## src/rtl/nova_io_pkg.sv

```systemverilog
`default_nettype none
// +--------------------------------------------------------------------------+
// | nova_io_pkg : Nova device-bus function codes, flag encodings and widths   |
// | Revision    : 1.0                                                         |
// +--------------------------------------------------------------------------+
package nova_io_pkg;

  localparam int DATA_W = 16;
  localparam int ADDR_W = 8;
  localparam int DEV_W  = 6;

  // One entry per value of bs_adr[6:7]; reads and writes share the code.
  typedef enum logic [1:0] {
    FN_CTL  = 2'b00,
    FN_DATA = 2'b01,
    FN_MASK = 2'b10,
    FN_HALT = 2'b11
  } bus_fn_e;

  typedef enum logic [1:0] {
    FLAG_NONE = 2'b00,
    FLAG_EN   = 2'b01,
    FLAG_DIS  = 2'b10,
    FLAG_RSVD = 2'b11
  } flag_ctl_e;

endpackage : nova_io_pkg
`default_nettype wire

```

## src/rtl/nova_prio_enc.sv

```systemverilog
`default_nettype none
// +--------------------------------------------------------------------------+
// | nova_prio_enc : combinational lowest-index-wins priority encoder          |
// | Revision      : 1.0                                                       |
// +--------------------------------------------------------------------------+
module nova_prio_enc #(
  parameter int NUM_IRQ = 16
) (
  input  logic [NUM_IRQ-1:0] req,
  output logic               valid,
  output logic [3:0]         idx
);

  // Scan downwards so the last hit written is the lowest set index.
  always_comb begin
    valid = |req;
    idx   = 4'd0;
    for (int i = NUM_IRQ - 1; i >= 0; i--) begin
      if (req[i]) begin
        idx = 4'(i);
      end
    end
  end

endmodule : nova_prio_enc
`default_nettype wire

```

## src/rtl/nova_intr_ctl.sv

```systemverilog
`default_nettype none
// +--------------------------------------------------------------------------+
// | nova_intr_ctl : Nova bus CPU device with multi-channel priority interrupt |
// |                 controller, HALT, IORST pulse and switch register read    |
// | Revision      : 1.0                                                       |
// +--------------------------------------------------------------------------+
module nova_intr_ctl
  import nova_io_pkg::*;
#(
  parameter logic [DEV_W-1:0]  DEVICE_ADDR  = 6'o77,
  parameter int                NUM_IRQ      = 16,
  parameter logic [DEV_W-1:0]  CODE_BASE    = 6'o20,
  parameter logic [DATA_W-1:0] SWITCHES     = 16'h8010,
  parameter int                IORST_CYCLES = 4
) (
  input  logic                pclk,
  input  logic                prst,
  output logic                bs_rst,
  input  logic                bs_stb,
  input  logic                bs_we,
  input  logic [0:ADDR_W-1]   bs_adr,
  input  logic [0:DATA_W-1]   bs_din,
  output logic [0:DATA_W-1]   bs_dout,
  input  logic [NUM_IRQ-1:0]  irq_req,
  output logic                cntrl_intr,
  input  logic                cntrl_intr_ack,
  output logic                cntrl_halt,
  input  logic                cntrl_cont
);

  localparam int               CNT_W    = $clog2(IORST_CYCLES + 1);
  localparam logic [CNT_W-1:0] CNT_LOAD = CNT_W'(IORST_CYCLES);

  logic [NUM_IRQ-1:0] pending_q, pending_d;
  logic [NUM_IRQ-1:0] mask_q, mask_d;
  logic [NUM_IRQ-1:0] irq_prev_q, irq_prev_d;
  logic               int_en_q, int_en_d;
  logic               intr_q, intr_d;
  logic               halt_q, halt_d;
  logic [CNT_W-1:0]   count_q, count_d;
  logic [DATA_W-1:0]  dout_q, dout_d;

  logic               w_hit;
  logic               w_iorst;
  bus_fn_e            w_fn;
  flag_ctl_e          w_flag;
  logic [NUM_IRQ-1:0] w_field;
  logic [NUM_IRQ-1:0] w_rise;
  logic [NUM_IRQ-1:0] w_eligible;
  logic [NUM_IRQ-1:0] w_win_onehot;
  logic               w_valid;
  logic [3:0]         w_idx;
  logic [DEV_W-1:0]   w_code;

  assign w_hit      = bs_stb && (bs_adr[0:DEV_W-1] == DEVICE_ADDR);
  assign w_fn       = bus_fn_e'(bs_adr[DEV_W:ADDR_W-1]);
  assign w_flag     = flag_ctl_e'(bs_din[DATA_W-2:DATA_W-1]);
  assign w_iorst    = w_hit && !bs_we && (w_fn == FN_HALT);
  assign w_rise     = irq_req & ~irq_prev_q;
  assign w_eligible = pending_q & ~mask_q;

  // Channel i lives at bus bit [15-i], i.e. the numeric LSB end of the word.
  always_comb begin
    w_field = '0;
    for (int i = 0; i < NUM_IRQ; i++) begin
      w_field[i] = bs_din[DATA_W-1-i];
    end
  end

  nova_prio_enc #(
    .NUM_IRQ (NUM_IRQ)
  ) u_prio_enc (
    .req   (w_eligible),
    .valid (w_valid),
    .idx   (w_idx)
  );

  assign w_code       = CODE_BASE + {2'b00, w_idx};
  assign w_win_onehot = NUM_IRQ'(1) << w_idx;

  always_comb begin
    pending_d  = pending_q;
    mask_d     = mask_q;
    irq_prev_d = irq_req;
    int_en_d   = int_en_q;
    intr_d     = int_en_q && (|w_eligible);
    halt_d     = halt_q;
    count_d    = (count_q != '0) ? (count_q - CNT_W'(1)) : count_q;
    dout_d     = '0;

    if (cntrl_cont) begin
      halt_d = 1'b0;
    end

    if (w_hit && bs_we) begin
      case (w_fn)
        FN_CTL: begin
          case (w_flag)
            FLAG_EN:  int_en_d = 1'b1;
            FLAG_DIS: int_en_d = 1'b0;
            default:  ;
          endcase
        end
        FN_DATA: pending_d = pending_d & ~w_field;
        FN_MASK: mask_d    = w_field;
        FN_HALT: halt_d    = 1'b1;
      endcase
    end

    if (w_hit && !bs_we) begin
      case (w_fn)
        FN_CTL:  dout_d = {int_en_q, intr_q, halt_q, 13'b0};
        FN_DATA: dout_d = SWITCHES;
        FN_MASK: begin
          if (w_valid) begin
            dout_d    = {10'b0, w_code};
            pending_d = pending_d & ~w_win_onehot;
          end
        end
        FN_HALT: dout_d = '0;
      endcase
    end

    // New edges are applied after all clears so a coincident set survives.
    pending_d = pending_d | w_rise;

    if (intr_q && cntrl_intr_ack) begin
      int_en_d = 1'b0;
      intr_d   = 1'b0;
    end

    if (w_iorst) begin
      pending_d = '0;
      mask_d    = '0;
      int_en_d  = 1'b0;
      intr_d    = 1'b0;
      count_d   = CNT_LOAD;
    end
  end

  always_ff @(posedge pclk or posedge prst) begin
    if (prst) begin
      pending_q  <= '0;
      mask_q     <= '0;
      irq_prev_q <= '0;
      int_en_q   <= 1'b0;
      intr_q     <= 1'b0;
      halt_q     <= 1'b0;
      count_q    <= '0;
      dout_q     <= '0;
    end else begin
      pending_q  <= pending_d;
      mask_q     <= mask_d;
      irq_prev_q <= irq_prev_d;
      int_en_q   <= int_en_d;
      intr_q     <= intr_d;
      halt_q     <= halt_d;
      count_q    <= count_d;
      dout_q     <= dout_d;
    end
  end

  assign bs_rst     = prst | (count_q != '0);
  assign bs_dout    = dout_q;
  assign cntrl_intr = intr_q;
  assign cntrl_halt = halt_q;

endmodule : nova_intr_ctl
`default_nettype wire
```

## config.mk

```make
export PLATFORM = sky130hd
export DESIGN_NAME = nova_intr_ctl
export DESIGN_NICKNAME = d
export VERILOG_FILES = /design/src/rtl/nova_io_pkg.sv /design/src/rtl/nova_prio_enc.sv /design/src/rtl/nova_intr_ctl.sv
export SDC_FILE = /design/constraint.sdc
export NUM_CORES = 1
export LEC_CHECK = 0
export CAP_MARGIN = 0
export CORE_UTILIZATION = 45
export DETAILED_ROUTE_END_ITERATION = 6
export GPL_ROUTABILITY_DRIVEN = 0
export PLACE_DENSITY = 0.75
export SETUP_SLACK_MARGIN = 0.1
export SYNTH_ARGS = -nofsm -noshare
export SYNTH_HDL_FRONTEND = slang
export SYNTH_SLANG_ARGS = --single-unit
```

## constraint.sdc

```tcl
create_clock -name pclk -period 2.8 [get_ports pclk]
set_input_delay 0.56 -clock pclk [delete_from_list [all_inputs] [get_ports pclk]]
set_output_delay 0.56 -clock pclk [all_outputs]
set_load 0.03 [all_outputs]
```

==> results.md, run 1 <==
- Max-slew violations: 0
- Slew @ Worst Pin: 0.760 ns
- Peak supply drop: 0.502 mV
- Routed WL: 6790 um
- Seq/Total Area, Yosys: 0.531
- IO Port Bufs: 56
- Initial core utilization: 0.479
- Endpoint class of the critical path: flip-flop
- CTS root buf: clkbuf_8
- DRT antenna net count: 0
- Die area: 0.00682 mm2
- DP HPWL: approximately 5000 um
- Rel. slew slack: 0.493
- P_leak: approximately 0.0016 uW
- Latest clock arrival within the worst-skew pair: roughly 0.34 ns
- Residual DRC: 0
- CTS Buf Count: 9
- Top-level port count: 65
- Critical path required time: roughly 3 ns
- First-pass GRT wire length: ~11000 um
- #FFs+latches synth: 62
- Worst r2r src: mask_q[15]
- Gr usage total: 0.230
- Core ar.: about 0.006 mm2
- Hold slack final: approximately 0.5 ns
- Crit path time final: 2.26 ns
- Vias in the first global route: roughly 2300
- Syn Inst Count: 280
- Wirelength per Cell: between 15 and 20 um
- Asr flop ratio synth: 1.00
- Cell Pwr Density: 520 mW/mm2
- Die X: about 83 um
- Routed via count: ~2300
- Hold Vio Cnt, Final: 0
- Largest net degree at the start of global routing: 63
- Min-delay worst type: flip-flop to flip-flop
- Initial DRC Count: roughly 130
- CP startpoint kind: input port
- Via density: about 5.5
- Final global-route overflow total: 0
- Status: finished, final reports clean
- ANT cells: 0
- RSZ-0062 raised after global routing: no
- Hold_buf cts: 0
- HP Start: irq_prev_q[6]
- Crit share post-route: 0.808
- Cell Area, Synth: between 0.002 and 0.003 mm2
- Clock Sinks: 62
- CTS max path bufs: 2
- CP Launch Point: bs_adr[7]
- Maximum clock frequency: approximately 0.44 GHz
- Fin Clk Skew: 0.00558 ns
- Ys flop type: dfrtp_1
- Mean Syn Cell Area: around 10 um2
- CTS tree: yes
- Maxcap violations: 0
- Crit Path Class: input port to flip-flop
- Setup Fix Bufs, Post-CTS: 0
- Crit path DAT: about 2.5 ns
- TNS Setup: 0 ns
- Final setup vio count: 0
- Rows: 28
- H-Tree Depth: 3
- CTS clk-pin slew, worst paths: 0.06 ns
- Number of synthesized flops with an enable pin: 0
- Pre-antenna DRT Iters: 4
- Area grow syn2layout: 28.1%
- Fin nets: about 400
- Yosys cell types: between 50 and 60
- Die Ht: 82.6 um
- Post-cts repair resize count: 0
- Initial antenna violation count: 0
- Worst Path Max Fanout: 7
- Proportion of layout cells with a drive suffix above 1: 0.0883
- Ys Warns: 0
metrics by stage:
stage / util / instance area [um2] / std cells / worst slack (ns) / total power (uW)
floorplan: - / 2950 / 287 / 0.240 / 1130
global placement: 0.583 / 3560 / 411 / 0.233 / 1230
detailed placement: 0.583 / 3560 / 411 / 0.197 / 1240
CTS: 0.614 / 3740 / 426 / 0.543 / 1970
global route: 0.614 / 3740 / 426 / 0.287 / 2030
finish: 0.614 / 3740 / 426 / 0.538 / 1950
layout by cell type (no fill, tap or decap), types with 3 or more instances in the layout:
cell type,n
clkdlybuf4s50_1,55
nor3b_1,3
nand3b_1,4
o211ai_1,4
and3_1,5
nand4_1,6
a31oi_1,5
a21boi_0,3
nand3_1,7
conb_1,8
nor3_1,5
dfrtp_1,62
nand2b_1,18
o21ai_0,8
nor2b_1,12
inv_1,7
clkbuf_8,13
nor2_1,21
buf_4,8
a21oi_1,10
a22o_1,15
or2b_1,4
nand2_1,25
layout make-up:
| type | instances | area, um2 |
|---|---|---|
| fill | 514 | 2350 |
| sequential | 62 | 1550 |
| multi-input combinational | 203 | 1270 |
| timing repair buffer | 63 | 611 |
| clock buffer | 15 | 186 |
| tap | 75 | 93.8 |
| inverter | 8 | 33.8 |
sequential cells by signal, summed over array words and instances, names as in the netlist:
signal and count:
bs_dout 8, cntrl_halt 1, cntrl_intr 1, count_q 3, int_en_q 1, irq_prev_q 16
mask_q 16, pending_q 16
report_power, final:
part           internal, uW  switching [uW]  leakage (uW)  total, uW
clock network           414             315     0.0000958        729
logic                   128             130      0.000770        257
registers               940            21.5      0.000738        961
final timing paths:
kind	endpoint	slack, ns	cells after the start
worst min-delay path	pending_q[6]	0.49	2
worst min register to register	pending_q[6]	0.49	2
worst max-delay path	pending_q[12]	0.54	7
max in group asynchronous	irq_prev_q[8]	1.44	3
min in group asynchronous	mask_q[4]	0.85	3
worst max register to register	pending_q[6]	0.62	6
worst max-delay path, cell delays in order:
cell	delay, ns
clkdlybuf4s50_1	0.51
nand2b_1	0.28
or4_1	0.45
nor3_1	0.23
nor2b_1	0.20
nor2b_1	0.14
a31oi_1	0.09
Yosys cell counts (all sizes together), types with 4 or more instances:
cell type,count,area share
nand3,7,0.012
a21oi,11,0.020
nand2b,19,0.043
dfrtp,62,0.53
or2b,4,0.010
nor2,22,0.031
nand2,25,0.032
nor3,5,0.0086
o21ai,9,0.015
a22o,16,0.048
o211ai,4,0.010
a31oi,5,0.011
inv,8,0.010
nand4,6,0.013
buf,14,0.034
nor2b,13,0.030
nand3b,4,0.010
and3,5,0.011
routing by layer:
metal / GRT usage / up-vias / routed length, um
li1: - / 1126 / -
met5: 0 / - / 0
met4: 0.121 / 0 / 176
met1: 0.295 / 1106 / 3010
met3: 0.0615 / 18 / 465
met2: 0.355 / 96 / 3140
cells by family after synthesis:
logic type,synth area share
compound gates,0.162
xor+xnor,0.00300
fa+ha+maj,0.00857
buf+inv,0.0441
flops,0.531
mux,0.00343
other cells,0.00128
simple gates,0.246
Power figures use the tool's default switching activity.
==> inputs of run 2 (changes only) <==
clock period = 2.3 ns   (was 2.8 ns; I/O delays follow)
==> run 2 against run 1 <==
Compared with the run above: worst hold slack gained 0.0018 ns; sequential share of layout area decreased by 1.8 points; count of clock-buffer cells in the layout decreased by 4; final cell count rose by 4.5%; final area grew 4.4%; critical path depth is the same; register-to-register slack worse by 0.40 ns; sequential power grew 22%; first-iteration DRC count fell by 20%; flip-flop and latch count unchanged; critical path type unchanged; largest cell class unchanged.
==> results.md, run 2 (synthesis gave the netlist of run 1 again) <==
- Wirelength per Cell: 15.9 um (-0.18%)
- Min-delay worst type: flip-flop to flip-flop
- Rows: 28 (unchanged)
- Die X: 82.6 um (unchanged)
- IO Port Bufs: 56 (unchanged)
- Flop pwr share: 0.483 (-0.011)
- Crit path DAT: 2.31 ns (-0.16 ns)
- First-pass GRT wire length: 11600 um (+3.2%)
- Hold Vio Cnt, Final: 0 (unchanged)
- Initial core utilization: 0.479 (unchanged)
- CTS Buf Count: 9 (unchanged)
- Initial antenna violation count: 0 (unchanged)
- Maxcap violations: 0 (unchanged)
- Core ar.: 0.00610 mm2 (unchanged)
- CTS tree: yes
- Worst r2r src: mask_q[2]
- GR peak layer: met2
- Area grow syn2layout: 33.8%
- GRT met1 Usage: 0.312 (+0.0165)
- Worst Path Max Fanout: 7 (unchanged)
- CTS root buf: clkbuf_8
- Met3 Use GR: 0.0824 (+0.0209)
- DP HPWL: 5170 um (+5.9%)
- Crit path time final: 2.08 ns
- Worst Hold Path EP: pending_q[3]
- Critical Path, Cell by Cell: clkdlybuf4s50_1, nand4_1, or3_1, nor2_2, nor2_1, buf_4, a22o_2
- Largest net degree at the start of global routing: 63 (unchanged)
- Switch share: 0.244 (+0.00490)
- Critical Path Max Stage Delay: 0.50 ns (about the same)
- Pre-antenna DRT Iters: 4 (unchanged)
- Clock share of power: 0.381 (+0.007)
- H-Tree Depth: 3 (unchanged)
- ANT cells: 0 (unchanged)
- Crit share post-route: 0.905
- Register area: 0.00155 mm2 (unchanged)
- Post-cts repair resize count: 0 (unchanged)
- Gr usage total: 0.240 (+0.00956)
- CP startpoint kind: input port
- Routed WL: 7080 um (+4.3%)
- RSZ-0062 raised after global routing: no
- Multi-input gate area: 0.00129 mm2 (+1.7%)
- Routed via count: 2425 (+3.4%)
- Top-level port count: 65 (unchanged)
- Die Ht: 82.6 um (unchanged)
- Status: finished, final reports clean
- Via density: 5.45 (-1.0%)
- Worst Reg-to-Reg Cells: 7 (+1)
- M2 GR Usage: 0.375 (+0.0198)
- P_leak: 0.00171 uW (+6.4%)
- Latest clock arrival within the worst-skew pair: 0.34 ns (about the same)
- Maximum clock frequency: ~0.48 GHz
- Crit Path Class: input port to flip-flop
- Fin Clk Skew: 0.00718 ns (+0.00160 ns)
- Cell Pwr Density: 620 mW/mm2 (+19%)
- Setup Fix Bufs, Post-CTS: 0 (unchanged)
- Hold depth: 2 (unchanged)
- CP max stage cell: or3_1
- Commonest cells after routing, fill and taps aside: dfrtp_1, clkdlybuf4s50_1, buf_4, nand2_1, nor2_1
- HP Start: irq_prev_q[3]
- CTS clk-pin slew, worst paths: 0.06 ns (about the same)
- Final global-route overflow total: 0 (unchanged)
- Internal power: 1830 uW (+24%)
- Comb pwr share: 0.137 (+0.005)
- Rel. slew slack: 0.493 (about the same)
- TNS Setup: 0 ns (unchanged)
- Max-slew violations: 0 (unchanged)
- Vias in the first global route: 2380 (+2.7%)
- Dpl ws: -0.196 ns (-0.393 ns)
- Fin nets: 414 (+4.8%)
- Die area: 0.00682 mm2 (unchanged)
- Peak supply drop: 0.731 mV (+46%)
- Residual DRC: 0 (unchanged)
- Initial DRC Count: 101 (-20%)
- Most common cell after layout, fill and taps aside: dfrtp_1
- Switching pwr: 592 uW (+27%)
- R2r endpoint: pending_q[4]
- Final setup vio count: 0 (unchanged)
- Hold_buf cts: 0 (unchanged)
- DRT antenna net count: 0 (unchanged)
- Endpoint class of the critical path: flip-flop
- Top flop regs: irq_prev_q: 16 flops, mask_q: 16 flops, pending_q: 16 flops
- Clock Sinks: 62 (unchanged)
- Worst R2R Setup Slack: 0.22 ns (-0.40 ns)
- Proportion of layout cells with a drive suffix above 1: 0.149 (+0.0603)
- Final worst slack: 0.218 ns (-0.320 ns)
- FILL cells: 519 (+0.97%)
- Slew @ Worst Pin: 0.761 ns (+0.000578 ns)
- Critical path required time: 2.53 ns (-0.48 ns)
- CTS max path bufs: 2 (unchanged)
-- run 2: cell types whose count changed in the layout (fill, tap and decap cells not counted), sizes merged --
cell      previous run  this run
clkinv               0         2
bufinv               0         1
clkbuf              15        11
buf                  8        27
clkinvlp             1         2
-- run 2: layout make-up --
type	count	share of cell area
flip-flops and latches	62	0.397
multi-input cells	203	0.329
repair buffers	82	0.193
clock buffers	11	0.0362
well taps	75	0.0240
clock inverters	4	0.0122
inverters	8	0.00864
-- run 2: worst max path at each step --
| stage | start | end | slack [ns] | depth (start not counted) |
|---|---|---|---|---|
| 5_1_grt | bs_adr[5] | pending_q[10] | 0.10 | 7 |
| 3_5_place_dp | bs_adr[4] | mask_q[15] | -0.20 | 7 |
| 2_1_floorplan | prst | bs_rst | 0.12 | 2 |
| 3_3_place_gp | bs_adr[4] | mask_q[15] | -0.11 | 7 |
| 6_report | bs_adr[4] | mask_q[15] | 0.22 | 7 |
| 4_1_cts | bs_adr[4] | mask_q[15] | 0.16 | 7 |
-- run 2: metal layers --
metal  vias to the layer above  wire length [um]
li1                       1164                 -
met2                        83              3410
met5                         -                 0
met4                         0                95
met3                        10               447
met1                      1168              3120
-- run 2: critical path: cells and delay by family --
family          cells  cell delay, ns
simple gates        4            0.99
buf+inv             2            0.64
compound gates      1            0.21
-- run 2: power by group through the flow --
| stage | Combinational, uW | Sequential (uW) | Clock (uW) |
|---|---|---|---|
| after global routing | 374 | 1170 | 998 |
| after detailed placement | 332 | 1190 | 0 |
| final | 331 | 1170 | 923 |
| after floorplan | 202 | 1180 | 0 |
| after CTS | 336 | 1170 | 949 |
| after global placement | 323 | 1190 | 0 |
-- run 2: stage by stage --
step / cells / util / hold slack (ns) / area (um2) / total power (uW)
3_5_place_dp: 430 / 0.608 / 0.475 / 3710 / 1520
6_report: 445 / 0.641 / 0.494 / 3910 / 2420
4_1_cts: 445 / 0.639 / 0.499 / 3890 / 2460
3_3_place_gp: 430 / 0.608 / 0.477 / 3710 / 1510
5_1_grt: 445 / 0.641 / 0.502 / 3910 / 2550
2_1_floorplan: 287 / - / 0.457 / 2960 / 1390
